[config.mk]
export PLATFORM = sky130hd
export DESIGN_NAME = tdm_demux
export DESIGN_NICKNAME = d
export VERILOG_FILES = /design/src/rtl/tdm_demux.sv
export SDC_FILE = /design/constraint.sdc
export NUM_CORES = 1
export LEC_CHECK = 0
export ABC_AREA = 1
export CAP_MARGIN = 15
export CORE_ASPECT_RATIO = 0.7
export CORE_UTILIZATION = 40
export CTS_CLUSTER_DIAMETER = 80
export DETAILED_ROUTE_END_ITERATION = 6
export DONT_BUFFER_PORTS = 1
export GPL_TIMING_DRIVEN = 0
export MAX_ROUTING_LAYER = met4
export SETUP_SLACK_MARGIN = 0.05
export SLEW_MARGIN = 5
export SYNTH_ARGS = -nofsm -noshare
export SYNTH_HDL_FRONTEND = slang
export SYNTH_SLANG_ARGS = --single-unit
[constraint.sdc]
create_clock -name clock -period 2.75 [get_ports clock]
set_clock_uncertainty 0.15 [all_clocks]
set_input_delay 0.55 -clock clock [delete_from_list [all_inputs] [get_ports clock]]
set_output_delay 0.55 -clock clock [all_outputs]
set_load 0.01 [all_outputs]
[src/rtl/tdm_demux.sv]
// ---------------------------------------------------------------------------
// tdm_demux
//
// Splits one time-division-multiplexed serial bit stream back into CHANNELS
// parallel words of WIDTH bits each. A sync marker, high with the first bit
// of a frame, aligns the frame. A completed frame is published as a whole,
// together with a single-cycle valid pulse.
//
// Stream order: channel 0 first, then channel 1, and so on. Within a channel
// the bits arrive MSB first. The first bit of a frame therefore ends up in
// ch_data[WIDTH-1].
//
// Ports
//   clock      in   rising-edge system clock
//   reset      in   asynchronous, active-high reset
//   din        in   serial data bit
//   enable     in   bit strobe; din/sync only sampled when high
//   sync       in   frame marker, high with the first bit of a frame
//   clear_err  in   clears frame_err (an error on the same edge wins)
//   ch_data    out  last complete frame, channel i at [(i+1)*WIDTH-1 : i*WIDTH]
//   ch_valid   out  one-cycle pulse when ch_data updates
//   locked     out  high while receiving a frame or expecting the next sync
//   frame_err  out  sticky framing error flag
// ---------------------------------------------------------------------------
module tdm_demux #(
    parameter int CHANNELS = 4,
    parameter int WIDTH    = 8
) (
    input  logic                      clock,
    input  logic                      reset,
    input  logic                      din,
    input  logic                      enable,
    input  logic                      sync,
    input  logic                      clear_err,
    output logic [CHANNELS*WIDTH-1:0] ch_data,
    output logic                      ch_valid,
    output logic                      locked,
    output logic                      frame_err
);

    localparam int FRAME_BITS = CHANNELS * WIDTH;
    localparam int CNT_W      = (FRAME_BITS > 1) ? $clog2(FRAME_BITS) : 1;
    localparam logic [CNT_W-1:0] LAST_BIT = CNT_W'(FRAME_BITS - 1);

    typedef enum logic [1:0] {
        HUNT   = 2'd0,
        RECV   = 2'd1,
        EXPECT = 2'd2
    } state_t;

    state_t                    state_q,    state_d;
    logic [CNT_W-1:0]          bitCnt_q,   bitCnt_d;
    logic [FRAME_BITS-2:0]     shiftReg_q, shiftReg_d;
    logic [FRAME_BITS-1:0]     data_q,     data_d;
    logic                      valid_q,    valid_d;
    logic                      err_q,      err_d;

    // Every bit received so far, with the current din appended as the
    // newest bit. The oldest bit sits at the MSB. On the last bit of a frame
    // this vector holds the whole frame.
    logic [FRAME_BITS-1:0]     shifted;

    // The shift register stores the stream in arrival order, with the oldest
    // bit at the MSB. The published layout puts channel 0 in the low word, and
    // each word is MSB-first. Stream bit n (n = c*WIDTH + k) therefore goes to
    // ch_data[c*WIDTH + WIDTH-1-k]. This function is only a re-wiring.
    function automatic logic [FRAME_BITS-1:0] unpackFrame(
        input logic [FRAME_BITS-1:0] stream
    );
        logic [FRAME_BITS-1:0] r;
        r = '0;
        for (int c = 0; c < CHANNELS; c++) begin
            for (int k = 0; k < WIDTH; k++) begin
                r[c*WIDTH + WIDTH-1-k] = stream[FRAME_BITS-1 - (c*WIDTH + k)];
            end
        end
        return r;
    endfunction

    assign shifted = {shiftReg_q, din};

    // State, counter, shift register and published outputs. A reset discards
    // any partial frame, so the first frame after reset needs a fresh sync.
    always_ff @(posedge clock or posedge reset) begin
        if (reset) begin
            state_q    <= HUNT;
            bitCnt_q   <= '0;
            shiftReg_q <= '0;
            data_q     <= '0;
            valid_q    <= 1'b0;
            err_q      <= 1'b0;
        end else begin
            state_q    <= state_d;
            bitCnt_q   <= bitCnt_d;
            shiftReg_q <= shiftReg_d;
            data_q     <= data_d;
            valid_q    <= valid_d;
            err_q      <= err_d;
        end
    end

    // Next-state logic. Everything holds when enable is low, except the valid
    // pulse, which always drops after one cycle. clear_err acts on every edge.
    // An error event on the same edge is applied afterwards, so the error wins.
    always_comb begin
        state_d    = state_q;
        bitCnt_d   = bitCnt_q;
        shiftReg_d = shiftReg_q;
        data_d     = data_q;
        valid_d    = 1'b0;
        err_d      = clear_err ? 1'b0 : err_q;

        if (enable) begin
            unique case (state_q)
                HUNT: begin
                    // Bits without sync are dropped silently while hunting.
                    if (sync) begin
                        shiftReg_d    = '0;
                        shiftReg_d[0] = din;
                        bitCnt_d      = CNT_W'(1);
                        state_d       = RECV;
                    end
                end

                RECV: begin
                    if (sync) begin
                        // A sync in mid-frame restarts alignment on this bit.
                        // The partial frame is abandoned, so ch_data stays as it was.
                        err_d         = 1'b1;
                        shiftReg_d    = '0;
                        shiftReg_d[0] = din;
                        bitCnt_d      = CNT_W'(1);
                    end else if (bitCnt_q == LAST_BIT) begin
                        data_d     = unpackFrame(shifted);
                        valid_d    = 1'b1;
                        shiftReg_d = shifted[FRAME_BITS-2:0];
                        bitCnt_d   = '0;
                        state_d    = EXPECT;
                    end else begin
                        shiftReg_d = shifted[FRAME_BITS-2:0];
                        bitCnt_d   = bitCnt_q + CNT_W'(1);
                    end
                end

                EXPECT: begin
                    if (sync) begin
                        shiftReg_d    = '0;
                        shiftReg_d[0] = din;
                        bitCnt_d      = CNT_W'(1);
                        state_d       = RECV;
                    end else begin
                        // The next frame did not begin on time, so alignment is lost.
                        err_d   = 1'b1;
                        state_d = HUNT;
                    end
                end

                default: begin
                    state_d  = HUNT;
                    bitCnt_d = '0;
                end
            endcase
        end
    end

    assign ch_data   = data_q;
    assign ch_valid  = valid_q;
    assign frame_err = err_q;
    assign locked    = (state_q == RECV) || (state_q == EXPECT);

endmodule

==> results of run 1 <==
==> per-layer routing <==
metal / track usage (%) / wire length, µm
met1: 23.5 / 3090
met2: 23.7 / 2600
met3: 7.01 / 378
met4: 5.41 / 81
met5: - / 0
==> critical path, cell delays in order, from the launching register on <==
cell     delay (ns)
dfrtp_1        0.44
inv_1          0.11
ha_1           0.36
==> cell families after synthesis <==
family | Yosys count
buffers and inverters | 62
DFF | 72
and+or+nand+nor | 148
adders and majority gates | 6
xor gates and xnor gates | 1
AOI/OAI and AO/OA | 67
==> state kept, by name, summed over array words and instances, names as in the netlist <==
register and cells:
bitCnt_q 5, ch_valid 1, state_q 2, ch_data 32
frame_err 1, shiftReg_q 31
==> final cells by class <==
type | count | area share [%]
clock buffers | 11 | 6.29
repair buffers | 2 | 1.01
well taps | 98 | 3.32
inverters | 46 | 4.74
multi-input cells | 222 | 28.3
plain buffers | 16 | 4.09
clock inverters | 5 | 3.48
flip-flops and latches | 72 | 48.7
==> cells in the final DEF (no fill, tap or decap) <==
| master | n |
|---|---|
| nand3_4 | 1 |
| bufinv_16 | 4 |
| xor2_1 | 1 |
| o21ai_0 | 22 |
| nor2_8 | 1 |
| nor2_4 | 1 |
| nor2_1 | 38 |
| a21oi_1 | 1 |
| dlygate4sd3_1 | 1 |
| nand3_1 | 5 |
| nand2_2 | 1 |
| inv_4 | 1 |
| buf_2 | 1 |
| clkbuf_16 | 9 |
| nor3_1 | 1 |
| inv_2 | 1 |
| o21ai_1 | 37 |
| ha_1 | 6 |
| inv_1 | 44 |
| clkinv_4 | 1 |
| clkbuf_1 | 2 |
| o21ai_2 | 7 |
| dfrtp_1 | 72 |
| buf_6 | 9 |
| nand2_1 | 100 |
| buf_4 | 6 |
| buf_16 | 1 |
==> metrics by stage <==
stage / utilization, % / area (µm²) / hold slack [ns] / setup TNS (ns) / cells
global placement: 44.1 / 3300 / 0.314 / -39.21 / 454
global route: 49.4 / 3700 / 0.203 / 0 / 472
CTS: 49.4 / 3700 / 0.179 / 0 / 472
detailed placement: 44.5 / 3330 / 0.200 / 0 / 455
finish: 49.4 / 3700 / 0.186 / 0 / 472
floorplan: - / 3170 / 0.299 / 0 / 356
==> repair_timing <==
action	in CTS	in global routing
endpoints found under the setup margin	0	0
hold endpoints to repair	12	0
hold buffers	1	0
==> power by group through the flow <==
| stage | clock (mW) | combinational [mW] | sequential, mW |
|---|---|---|---|
| after global placement | 0 | 0.370 | 1.15 |
| final | 1.41 | 0.376 | 1.13 |
| after CTS | 1.44 | 0.383 | 1.13 |
| after floorplan | 0 | 0.301 | 1.14 |
| after global routing | 1.49 | 0.430 | 1.14 |
| after detailed placement | 0 | 0.382 | 1.15 |
==> path summary, 6_finish.rpt <==
path	endpoint	slack (ns)	depth (start not counted)
hold reg to reg	bitCnt_q[3]	0.33	2
min in group asynchronous	ch_data[15]	0.46	2
hold / removal	ch_data[24]	0.19	2
setup reg to reg	ch_data[22]	0.92	8
max in group asynchronous	bitCnt_q[1]	1.45	3
setup / recovery	locked	0.82	2
==> results.cfg, run 1 <==
[setup_path]
cp_max_fo = 5
start_kind = flop
worstPathArrival_ns = 1.23
critPathLaunch = state_q[0]
crit_required_ns = 2.05
path_class = reg -> out
rr_startpoint = bitCnt_q[0]
end_kind = output port

[sta]
max_freq_ghz = 0.517
max-slew-margin-rel_pct = 79.6
min_period_over_period_pct = 70.3
grt_setup_unrepaired = no
min_period_ns = 1.93
worst_slew_pin_slew_ns = 0.305
fin_ws_ns = 0.817
finalHoldViolCount = 0
finalSetupViolations = 0
finalMaxSlewViolations = 0

[worst_hold_path]
hold_path_class = in -> reg
min_from = din

[synthesis]
synth_seq_area_share_pct = 56.8
syn-cell-area_um2 = 3170
synth_common_cells = nand2_1 (100), dfrtp_1 (72), inv_1 (45)
synth_xor_area_share_pct = 0.276
ys.flop_type = dfrtp_1
syn_avg_cell_area_um2 = 8.92
yosysMostFrequentCell = nand2_1
netlist.area_leader.share_pct = 56.8
synth_simple_gate_area_share_pct = 19.0
ys_async_sr_fraction_pct = 100
synth_cell_types = 20
synth_adder_area_share_pct = 2.36
synth_edf_count = 0
synth_top_area_cell = dfrtp_1
synth_cells = 356
synth_mux_area_share_pct = 0
synth_fp_nets = 368
ys_ff_latch = 72
synth_area_leaders = dfrtp_1 (57%), nand2_1 (12%), o21ai_1 (5.8%), inv_1 (5.3%), nor2_1 (4.5%)
synth-compound-area-share_pct = 11.4
synth_top_family_by_area = simple AND/OR/NAND/NOR gates
ys_warn_count = 0

[global_route]
grt_max_degree = 61
grt_pass1_wl_um = 10800
grtUsageTotal_pct = 17.4
grt_pass1_vias = 2189
antenna_found_initial = 0
gr-total-overflow = 0

[clock_tree]
cts_buffer_depth = 2
cts_max_level = 3
cts_made_buffers = 9
insertion_delay_ns = 0.33
cts_tree = yes
post-cts-setup-buffers = 0
path_clk_slew_ns = 0.06
cts.sinks = 72
cts-root-buf = clkbuf_16
cts_resized = 0

[placed_design]
hpwl_um = 4160
gp_congestion = 0.789
portBuffers = 0
pre_cts_ws_ns = 0.910

[pwr]
p_sw_mw = 0.714
p_seq_share_pct = 38.8
p_int_mw = 2.21
p_sw_share_pct = 24.5
clkPwrFrac_pct = 48.3
leakage_nw = 1.70
peakVddDrop_v = 0.000320
power.total_mw = 2.92
combPwrFrac_pct = 12.9
powerDensity_nw_per_um2 = 790

[floorplanning]
die_w_um = 108
die-area_um2 = 8300
initial_core_util_pct = 42.4
row_count = 26
core_um2 = 7480
ioPinCount = 41
fp.dieH_um = 76.5

[finish]
layout-drive-gt1-share_pct = 11.8
n_antenna_cell = 0
syn2layout_area_growth_pct = 16.5
multi_input_area_um2 = 1050
nets = 381
regArea_um2 = 1800
num-fill-cells = 728

[routing]
routed_wl_um = 6160
dr.first_iter.drc_count = 134
route.detailed.wl_per_inst_um = 13.0
firstDrtPassIters = 4
via_per_inst = 4.74
drc = 0
via_count = 2239
ant_nets = 0

[run_status]
status = finished clean

[job]
cap_violations = 0
(Power assumes the default switching activity.)
==> inputs of run 2 (changes only) <==
==> constraint.sdc (replaced) <==
create_clock -name clock -period 1.8 [get_ports clock]
set_clock_uncertainty 0.15 [all_clocks]
set_input_delay 0.36 -clock clock [delete_from_list [all_inputs] [get_ports clock]]
set_output_delay 0.36 -clock clock [all_outputs]
set_load 0.01 [all_outputs]
==> results.cfg, run 2 (synthesized netlist as in run 1, its figures left out) <==
[setup_path]
start_kind = flop
worstPathArrival_ns = 1.26
rr_startpoint = bitCnt_q[0]
cp_max_fo = 3
endpoint = locked
path_class = reg -> out
reg2reg_slack_ns = 0.07
end_kind = output port
ff2ff_path_depth = 9
critPathLaunch = state_q[0]
crit_required_ns = 1.29
r2r-end = state_q[0]

[pwr]
clkPwrFrac_pct = 43.3
powerDensity_nw_per_um2 = 1110
peakVddDrop_v = 0.000442
combPwrFrac_pct = 16.9
p_sw_share_pct = 26.6
leakage_nw = 1.77
p_sw_mw = 1.15
p_seq_share_pct = 39.9
p_int_mw = 3.18

[routing]
firstDrtPassIters = 4
via_per_inst = 4.78
ant_nets = 0
routed_wl_um = 6880
route.detailed.wl_per_inst_um = 14.1
via_count = 2328
dr.first_iter.drc_count = 169
drc = 0

[clock_tree]
path_clk_slew_ns = 0.06
cts-root-buf = clkbuf_16
cts_max_level = 3
cts_made_buffers = 9
cts_buffer_depth = 2
cts.sinks = 72
insertion_delay_ns = 0.33
cts_tree = yes

[floorplanning]
fp.dieH_um = 76.5
die_w_um = 108
ioPinCount = 41
core_um2 = 7480
row_count = 26
initial_core_util_pct = 42.4
die-area_um2 = 8300

[sta]
worst_slew_pin_slew_ns = 0.479
min_period_over_period_pct = 98.4
max_freq_ghz = 0.565
fin_ws_ns = 0.0290
timing.hold.ws_ns = 0.141
finalHoldViolCount = 0
grt_setup_unrepaired = yes
finalMaxSlewViolations = 0
finalSetupViolations = 0
max-slew-margin-rel_pct = 68.0
min_period_ns = 1.77

[placed_design]
gp_congestion = 0.802
hpwl_um = 4450
dp_cells = 456
portBuffers = 0
pre_cts_ws_ns = -0.0380

[finish]
regArea_um2 = 1800
largest_register_ffs = 32
final_common_cell = nand2_1
multi_input_area_um2 = 1120
nets = 397
syn2layout_area_growth_pct = 22.5
final_cell_mix = nand2_1 (97), dfrtp_1 (72), inv_1 (42)
layout-drive-gt1-share_pct = 18.3
finish.utilization_pct = 52.0
num-fill-cells = 710
n_antenna_cell = 0
fin_cells = 487

[global_route]
antenna_found_initial = 0
grtUsageTotal_pct = 17.9
grt_max_degree = 29
grt_pass1_vias = 2173
gr-total-overflow = 0
grt_pass1_wl_um = 10800

[job]
cap_violations = 0

[worst_hold_path]
hold_path_class = in -> reg

[run_status]
status = finished clean
-- run 2: final cells by class --
cell class | count | share of cell area [%]
Sequential cell | 72 | 46.3
Multi-Input combinational cell | 223 | 28.7
Clock buffer | 10 | 5.89
Timing Repair Buffer | 17 | 4.95
Inverter | 46 | 4.54
Buffer | 16 | 4.28
Tap cell | 98 | 3.15
Clock inverter | 5 | 2.12
-- run 2: routing by layer --
metal | wire, µm | vias up | track usage [%]
met1 | 3400 | 1089 | 24.4
met5 | 0 | - | -
met4 | 96 | 0 | 5.27
met3 | 487 | 11 | 7.70
li1 | - | 1165 | -
met2 | 2900 | 63 | 23.9
-- run 2: what timing repair did --
| item | CTS | global route |
|---|---|---|
| cloned | 0 | 3 |
| pin swaps | 1 | 5 |
| hold buffers | 2 | 0 |
| endpoints found under the setup margin | 33 | 65 |
| endpoints found under the hold margin | 22 | 0 |
| setup buffers | 3 | 8 |
| gates resized for setup | 3 | 18 |
-- run 2: power groups by stage --
stage | clock network, mW | registers [mW] | logic, mW
2_1_floorplan | 0 | 1.75 | 0.460
4_1_cts | 1.91 | 1.72 | 0.638
5_1_grt | 1.98 | 1.73 | 0.813
3_5_place_dp | 0 | 1.76 | 0.588
6_report | 1.88 | 1.73 | 0.731
3_3_place_gp | 0 | 1.76 | 0.565
-- run 2: through the flow --
stage / instance area (µm²) / power, mW / setup TNS (ns)
finish: 3890 / 4.34 / 0
global route: 3890 / 4.53 / -0.112
CTS: 3700 / 4.27 / 0
detailed placement: 3340 / 2.35 / -0.311
global placement: 3300 / 2.33 / -0.475
floorplan: 3180 / 2.21 / 0
-- run 2: worst min path at each step --
stage,startpoint,endpoint,slack [ns],cells past startpoint
floorplan,bitCnt_q[3],bitCnt_q[3],0.30,2
global placement,bitCnt_q[3],bitCnt_q[3],0.32,2
detailed placement,reset,ch_data[12],0.13,1
CTS,sync,bitCnt_q[4],0.13,5
global route,sync,bitCnt_q[4],0.17,5
finish,sync,frame_err,0.14,5
-- run 2: critical path, stage by stage (launching register included) --
cell	delay (ns)
dfrtp_1	0.45
inv_1	0.12
ha_2	0.37
